<file path="config.mk">
export PLATFORM = sky130hd
export DESIGN_NAME = mac_psum_reader
export DESIGN_NICKNAME = d
export VERILOG_FILES = /design/src/rtl/mac_pkg.sv /design/src/rtl/psum_fifo.sv /design/src/rtl/mac_psum_reader.sv
export SDC_FILE = /design/constraint.sdc
export NUM_CORES = 1
export LEC_CHECK = 0
export ABC_AREA = 1
export BUFFER_PORTS_ARGS = -buffer_cell sky130_fd_sc_hd__buf_2
export CORE_MARGIN = 5
export CORE_UTILIZATION = 60
export DETAILED_ROUTE_END_ITERATION = 16
export PLACE_DENSITY = 0.89
export SLEW_MARGIN = 20
export SYNTH_ARGS = -nofsm -noshare
export SYNTH_HDL_FRONTEND = slang
export SYNTH_SLANG_ARGS = --single-unit
export TNS_END_PERCENT = 100
</file>
<file path="constraint.sdc">
create_clock -name clk -period 3.49 [get_ports clk]
set_input_delay 0.1745 -clock clk [delete_from_list [all_inputs] [get_ports clk]]
set_output_delay 0.1745 -clock clk [all_outputs]
set_load 0.01 [all_outputs]
</file>
<file path="src/rtl/mac_pkg.sv">
// Shared defaults and helpers for the MAC partial-sum reader and its benches.
package mac_pkg;

  localparam int psum_bw_default = 16;
  localparam int len_default     = 10;
  localparam int depth_default   = 4;

  // Ceiling log2, never below 1 so a 1-entry range still gets a real register bit.
  function automatic int clog2(input int value);
    int r;
    r = 0;
    while ((1 << r) < value) r++;
    return (r < 1) ? 1 : r;
  endfunction

endpackage

</file>
<file path="src/rtl/psum_fifo.sv">
// Result FIFO for completed vector sums: show-ahead read, simultaneous push/pop allowed when full.
module psum_fifo
  import mac_pkg::*;
#(
  parameter int psum_bw = psum_bw_default,
  parameter int depth   = depth_default
) (
  input  logic               clk,
  input  logic               reset,
  input  logic               push,
  input  logic               pop,
  input  logic [psum_bw-1:0] din,
  output logic [psum_bw-1:0] dout,
  output logic               empty,
  output logic               full
);

  localparam int aw = clog2(depth);
  localparam logic [aw:0] full_count = (aw + 1)'(depth);
  localparam logic [aw:0] one_count  = (aw + 1)'(1);
  localparam logic [aw-1:0] one_ptr  = aw'(1);

  logic [psum_bw-1:0] mem [depth];
  logic [aw-1:0]      wr_ptr;
  logic [aw-1:0]      rd_ptr;
  logic [aw:0]        count;
  logic               do_push;
  logic               do_pop;

  assign empty = (count == '0);
  assign full  = (count == full_count);
  assign dout  = mem[rd_ptr];

  // A push while full only lands if the same edge frees a slot.
  assign do_pop  = pop && !empty;
  assign do_push = push && (!full || do_pop);

  always_ff @(posedge clk) begin
    if (!reset && do_push) begin
      mem[wr_ptr] <= din;
    end
  end

  always_ff @(posedge clk) begin
    if (reset) begin
      wr_ptr <= '0;
      rd_ptr <= '0;
      count  <= '0;
    end else begin
      if (do_push) wr_ptr <= wr_ptr + one_ptr;
      if (do_pop)  rd_ptr <= rd_ptr + one_ptr;
      case ({do_push, do_pop})
        2'b10:   count <= count + one_count;
        2'b01:   count <= count - one_count;
        default: count <= count;
      endcase
    end
  end

endmodule

</file>
<file path="src/rtl/mac_psum_reader.sv">
// Counts MAC beats per vector, feeds the running sum back as c, and queues each vector's final sum.
module mac_psum_reader
  import mac_pkg::*;
#(
  parameter int psum_bw = psum_bw_default,
  parameter int len     = len_default,
  parameter int depth   = depth_default
) (
  input  logic               clk,
  input  logic               reset,
  input  logic               in_valid,
  input  logic [psum_bw-1:0] in_psum,
  output logic [psum_bw-1:0] c_out,
  output logic               first,
  output logic               out_valid,
  input  logic               out_ready,
  output logic [psum_bw-1:0] out_psum,
  output logic               full,
  output logic               ovf
);

  // Output handshake: a result transfers on a rising edge where out_valid and
  // out_ready are both 1; out_psum holds while out_valid=1 and out_ready=0, and
  // out_ready has no effect while out_valid=0. The input side has no ready.

  localparam int cnt_w = clog2(len);
  localparam logic [cnt_w-1:0] last_beat = cnt_w'(len - 1);
  localparam logic [cnt_w-1:0] one_beat  = cnt_w'(1);

  logic [cnt_w-1:0] beat_cnt;
  logic             final_beat;
  logic             pop;
  logic             fifo_empty;
  logic             fifo_full;

  assign final_beat = in_valid && (beat_cnt == last_beat);
  assign pop        = out_valid && out_ready;
  assign first      = (beat_cnt == '0);
  assign out_valid  = !fifo_empty;
  assign full       = fifo_full;

  // The feedback returns to 0 on the final beat so the next vector starts from c=0.
  always_ff @(posedge clk) begin
    if (reset) begin
      beat_cnt <= '0;
      c_out    <= '0;
    end else if (in_valid) begin
      if (final_beat) begin
        beat_cnt <= '0;
        c_out    <= '0;
      end else begin
        beat_cnt <= beat_cnt + one_beat;
        c_out    <= in_psum;
      end
    end
  end

  always_ff @(posedge clk) begin
    if (reset) begin
      ovf <= 1'b0;
    end else if (final_beat && fifo_full && !pop) begin
      ovf <= 1'b1;
    end
  end

  psum_fifo #(
    .psum_bw (psum_bw),
    .depth   (depth)
  ) u_fifo (
    .clk   (clk),
    .reset (reset),
    .push  (final_beat),
    .pop   (pop),
    .din   (in_psum),
    .dout  (out_psum),
    .empty (fifo_empty),
    .full  (fifo_full)
  );

endmodule
</file>
# --- Word-level counts from Yosys, hierarchy flattened ---
# Memories as Yosys holds them, arrays and structs flattened. A register that Yosys moved wholly into a read port is not among the register bits.
# Index checks and enable logic that the tools add are counted.
totals:
  regBits: 28
  ramBits: 64
  memories: 1
op_classes:
  add_sub_neg: 5
  n_eq_ne: 4
  muxes: 7
  reduce_logical: 15
mem_list:
  columns: ["memory", "words", "word_bits", "rd", "rd_clocked_by_memory_dff", "write_ports", "line", "rtl"]
  rows:
  - ["u_fifo.mem", 4, 16, 1, 1, 1, "psum_fifo.sv:23", "logic [psum_bw-1:0] mem [depth];"]
op_table:
  columns: ["cell", "n"]
  rows:
  - ["16-bit 2-to-1 mux", 1]
  - ["1-bit logical AND", 7]
  - ["3-bit case mux with 2 select lines", 1]
  - ["2-bit by 1-bit adder with 2-bit output, second input constant", 2]
  - ["4-bit by 1-bit adder with 4-bit output, second input constant", 1]
  - ["4-bit == test, second input constant", 1]
  - ["1-bit logical NOT", 4]
  - ["4-bit logical NOT", 1]
  - ["2-bit 2-to-1 mux", 2]
  - ["4-bit 2-to-1 mux", 1]
  - ["3-bit by 1-bit adder with 3-bit output, second input constant", 1]
  - ["3-bit == test, second input constant", 1]
  - ["3-bit logical NOT", 1]
  - ["3-bit by 1-bit subtractor with 3-bit output, second input constant", 1]
  - ["2-bit by 1-bit == test with 1-bit output, second input constant", 1]
  - ["2-bit == test, second input constant", 1]
  - ["1-bit 2-to-1 mux", 2]
  - ["2-bit nonzero test", 1]
  - ["1-bit logical OR", 1]

# --- Longest topological paths before layout ---
logic_depth:
  word_depth: 9
  mapped_depth: 10

# --- By module ---
# A second synthesis with hierarchy kept.
hier_totals:
  cells_unflattened: 341
  area_unflattened_um2: 3736.1
by_module_without_submodules:
  columns: ["mod", "n_inst", "cells_per_inst", "area_each_um2"]
  rows:
  - ["psum_fifo", 1, 229, 2871.5]
  - ["mac_psum_reader", 1, 112, 864.6]

# --- Least setup slack after synthesis ---
# OpenSTA, ideal clock, no wires.
synth_path:
  kind: "reg-to-reg"
  from: "register beat_cnt[1]"
  to: "memory u_fifo.mem[0][0] (netlist bit), enable pin"
  arrival_ns: 1.664
  required_time_ns: 3.101
  path_slack_ns: 1.438
  path_stages_with_launch: 7
  cell_sequence: "dfxtp_1 -> inv_1 -> ha_1 -> nand2_1 -> nor2_4 -> nand3_1 -> nor2_1"
synth_via:
  elab_chain_cells: 6
synth_rtl:
  columns: ["item", "line", "rtl"]
  rows:
  - ["start, declared", "mac_psum_reader.sv:30", "logic [cnt_w-1:0] beat_cnt;"]
  - ["start signal, assigned", "mac_psum_reader.sv:52", "beat_cnt <= beat_cnt + one_beat;"]
  - ["4-bit == test", "mac_psum_reader.sv:36", "assign final_beat = in_valid && (beat_cnt == last_beat);"]
  - ["1-bit logical AND", "mac_psum_reader.sv:36", null]
  - ["1-bit logical AND", "psum_fifo.sv:36", "assign do_push = push && (!full || do_pop);"]
  - ["1-bit logical AND", "psum_fifo.sv:39", "if (!reset && do_push) begin"]
  - ["1-bit 2-to-1 mux", "psum_fifo.sv:39", null]
  - ["1-bit 2-to-1 mux (not written as such)", "psum_fifo.sv:40", "mem[wr_ptr] <= din;"]
  - ["end, declared", "psum_fifo.sv:23", null]
# No other way between the ends.

==> results.yml <==
layout:
  n_antenna_cell: 0
  synthToLayoutAreaGrowth_pct: 14.2
  multi_input_area_um2: 1030
  most-common-layout-cells: "64 x edfxtp_1, 55 x buf_2, 47 x o21ai_0, 42 x nor2_1, 34 x nand2_1"
  nNetsFinal: 409
  drive_gt1_frac: 0.223
  seq_area_um2: 2520
  final_common_cell: "edfxtp_1"
  fillers: 419
power:
  leakage_nw: 1.61
  pwr_density_cell_nw_per_um2: 601
  peakVddDrop_v: 0.000369
grt:
  grt_pass1_wl_mm: 12.6
  overflow: 0
  grt_usage: 0.218
  grt_start_max_net_pins: 34
  antenna_found_initial: 0
  grt_pass1_vias: 2491
sta:
  grt_setup_unrepaired: "no"
  setup_ws_ns: 1.22
  relSlewSlack: 0.424
  slew_viol_final: 0
  fin_setup_tns_ns: 0
  setup_viol: 0
  fmax_mhz: 441
  period_share: 0.650
  hold_violations: 0
  skew_ns: 0.00730
  period_needed_ns: 2.27
  worst_pin_slew_ns: 0.863
route:
  wl_per_cell_um: 17.0
  ant_nets: 0
  vias_per_cell: 5.77
  dr.pass1.iters: 5
  drt_iter0_markers: 195
  vias: 2661
  routed_wl_mm: 7.85
  route.detailed.drc: 0
job:
  drv_cap: 0
clock_tree:
  htree_levels: 3
  cts_tree: "built"
  cts_sinks: 94
  clk_latency_ns: 0.35
  clk_root_buffer_cell: "clkbuf_8"
  cts.clk_slew.worst_paths_ns: 0.09
  ctsResizeCount: 0
  post_cts_buffers: 0
  cts_inserted_buffers: 9
  cts.path.max_buffers: 2
  cts_hold_buf: 0
yosys:
  synth_fa_ha_area_frac: 0.0290
  synth_top_cell_by_area: "edfxtp_1"
  syn_area_um2: 3700
  synth_xor_area_frac: 0
  ys_types: 28
  avgSynthCellArea_um2: 11.4
  mappedNetlistNets: 354
  synth-seq-cells: 94
  synth.area.mux_share: 0
  synthCells: 326
  synth_compound_area_frac: 0.114
  synth_top_area_frac: 0.519
  seq_area_frac_synth: 0.681
  yosysWarnings: 0
  synth_top_family_by_area: "simple AND/OR/NAND/NOR gates"
  synth-simple-area-share: 0.134
  synthTopCellsByArea: "edfxtp_1 52%, dfxtp_1 16%, o21ai_0 6.3%, nor2_1 4.3%, nand2_1 3.4%"
setup_path:
  crit_type: "reg -> out"
  r2r-end: "u_fifo.mem[1][10]$_DFFE_PP_"
  reg2regPathDepth: 7
  arrival_ns: 2.09
  critPathCapture: "out_psum[1]"
  crit_fanout: 33
  rrSetupSlack_ns: 1.68
  start_kind: "flip-flop"
  worstPathRequired_ns: 3.32
  cp-end-kind: "primary output"
  rr_startpoint: "beat_cnt[1]$_SDFFE_PP0P_"
floorplanning:
  die_area_um2: 7850
  fp.dieW_um: 88.6
  pin_count: 56
  rows: 28
  start_util: 0.622
  core_area_um2: 5960
  die_h_um: 88.6
placement:
  gp_congestion: 0.820
  numPortBuffers: 55
  pre_cts_slack_ns: 1.61
  hpwl_mm: 5.22
outcome:
  run_status: "completed"
worst_hold_path:
  worstHoldPathType: "in -> reg"
[power by group]
group	internal [mW]	switching, mW	leakage, nW	total (mW)
registers	1.23	0.0331	0.821	1.26
clock network	0.336	0.381	0.0931	0.717
logic	0.201	0.365	0.694	0.567
[worst min-delay path by stage]
stage	start	to	slack, ns	cells past startpoint
after floorplan	in_psum[0]	u_fifo.mem[0][0]$_DFFE_PP_	0.27	0
after global placement	in_psum[9]	u_fifo.mem[1][9]$_DFFE_PP_	0.42	1
after detailed placement	in_psum[5]	u_fifo.mem[3][5]$_DFFE_PP_	0.42	1
after CTS	in_psum[5]	u_fifo.mem[3][5]$_DFFE_PP_	0.04	1
after global routing	in_psum[5]	u_fifo.mem[3][5]$_DFFE_PP_	0.04	1
final	in_psum[5]	u_fifo.mem[3][5]$_DFFE_PP_	0.05	1
[cells in the mapped netlist]
library cell  number
buf_2              4
nor2_4             1
edfxtp_1          64
nand2_1           34
nor2_2             1
ha_1               7
o22ai_1           16
o32ai_1            1
clkbuf_1           8
a21boi_0           1
fa_1               1
a21oi_1           11
nand3_1           20
nand2_2            3
and3_2             1
inv_2              1
nor3_1             3
nand4_4            1
nand3_2            2
o21ai_0           47
a21oi_2            1
inv_1             19
nor2_1            42
dfxtp_1           30
buf_4              4
and3_1             1
a31oi_1            1
or2_0              1
[metrics by stage]
step / cells / area [µm²] / power (mW) / hold WS (ns) / utilization
final: 461 / 4230 / 2.54 / 0.0517 / 0.710
after global routing: 461 / 4230 / 2.68 / 0.0401 / 0.710
after CTS: 461 / 4230 / 2.55 / 0.0423 / 0.710
after detailed placement: 445 / 4030 / 1.85 / 0.424 / 0.677
after global placement: 445 / 4030 / 1.82 / 0.416 / 0.677
after floorplan: 326 / 3700 / 1.66 / 0.273 / -
[area by class of cell]
type	instances	share of cell area
tap	75	0.0222
timing repair buffer	60	0.0739
clock buffer	10	0.0302
clock inverter	6	0.0169
multi-input combinational	196	0.243
inverter	20	0.0177
sequential	94	0.596
[sequential cells by signal, summed over array words and instances (netlist names), named ones only]
signal and flops:
beat_cnt 4, u_fifo.rd_ptr 2, u_fifo.wr_ptr 2, u_fifo.mem 64, u_fifo.count 3, ovf 1, c_out 16
[per-layer routing]
layer	vias up	share of wire	global-route usage
li1	1254	-	-
met1	1293	0.42	0.295
met2	104	0.51	0.358
met3	10	0.054	0.0354
met4	0	0.015	0.0824
met5	-	0	0
[kinds of logic (layout without fill, tap and decap cells)]
kind of cell | Yosys count | count (layout)
fa+ha+maj | 8 | 8
buf+inv | 36 | 96
flops | 94 | 94
simple gates | 110 | 110
compound gates | 78 | 78
[worst max-delay path: stages (launching register included)]
cell and delay, ns:
dfxtp_1 0.31, buf_4 0.22, inv_1 0.66, o21ai_0 0.22
o22ai_1 0.16, buf_2 0.16
Power figures use the tool's default switching activity.
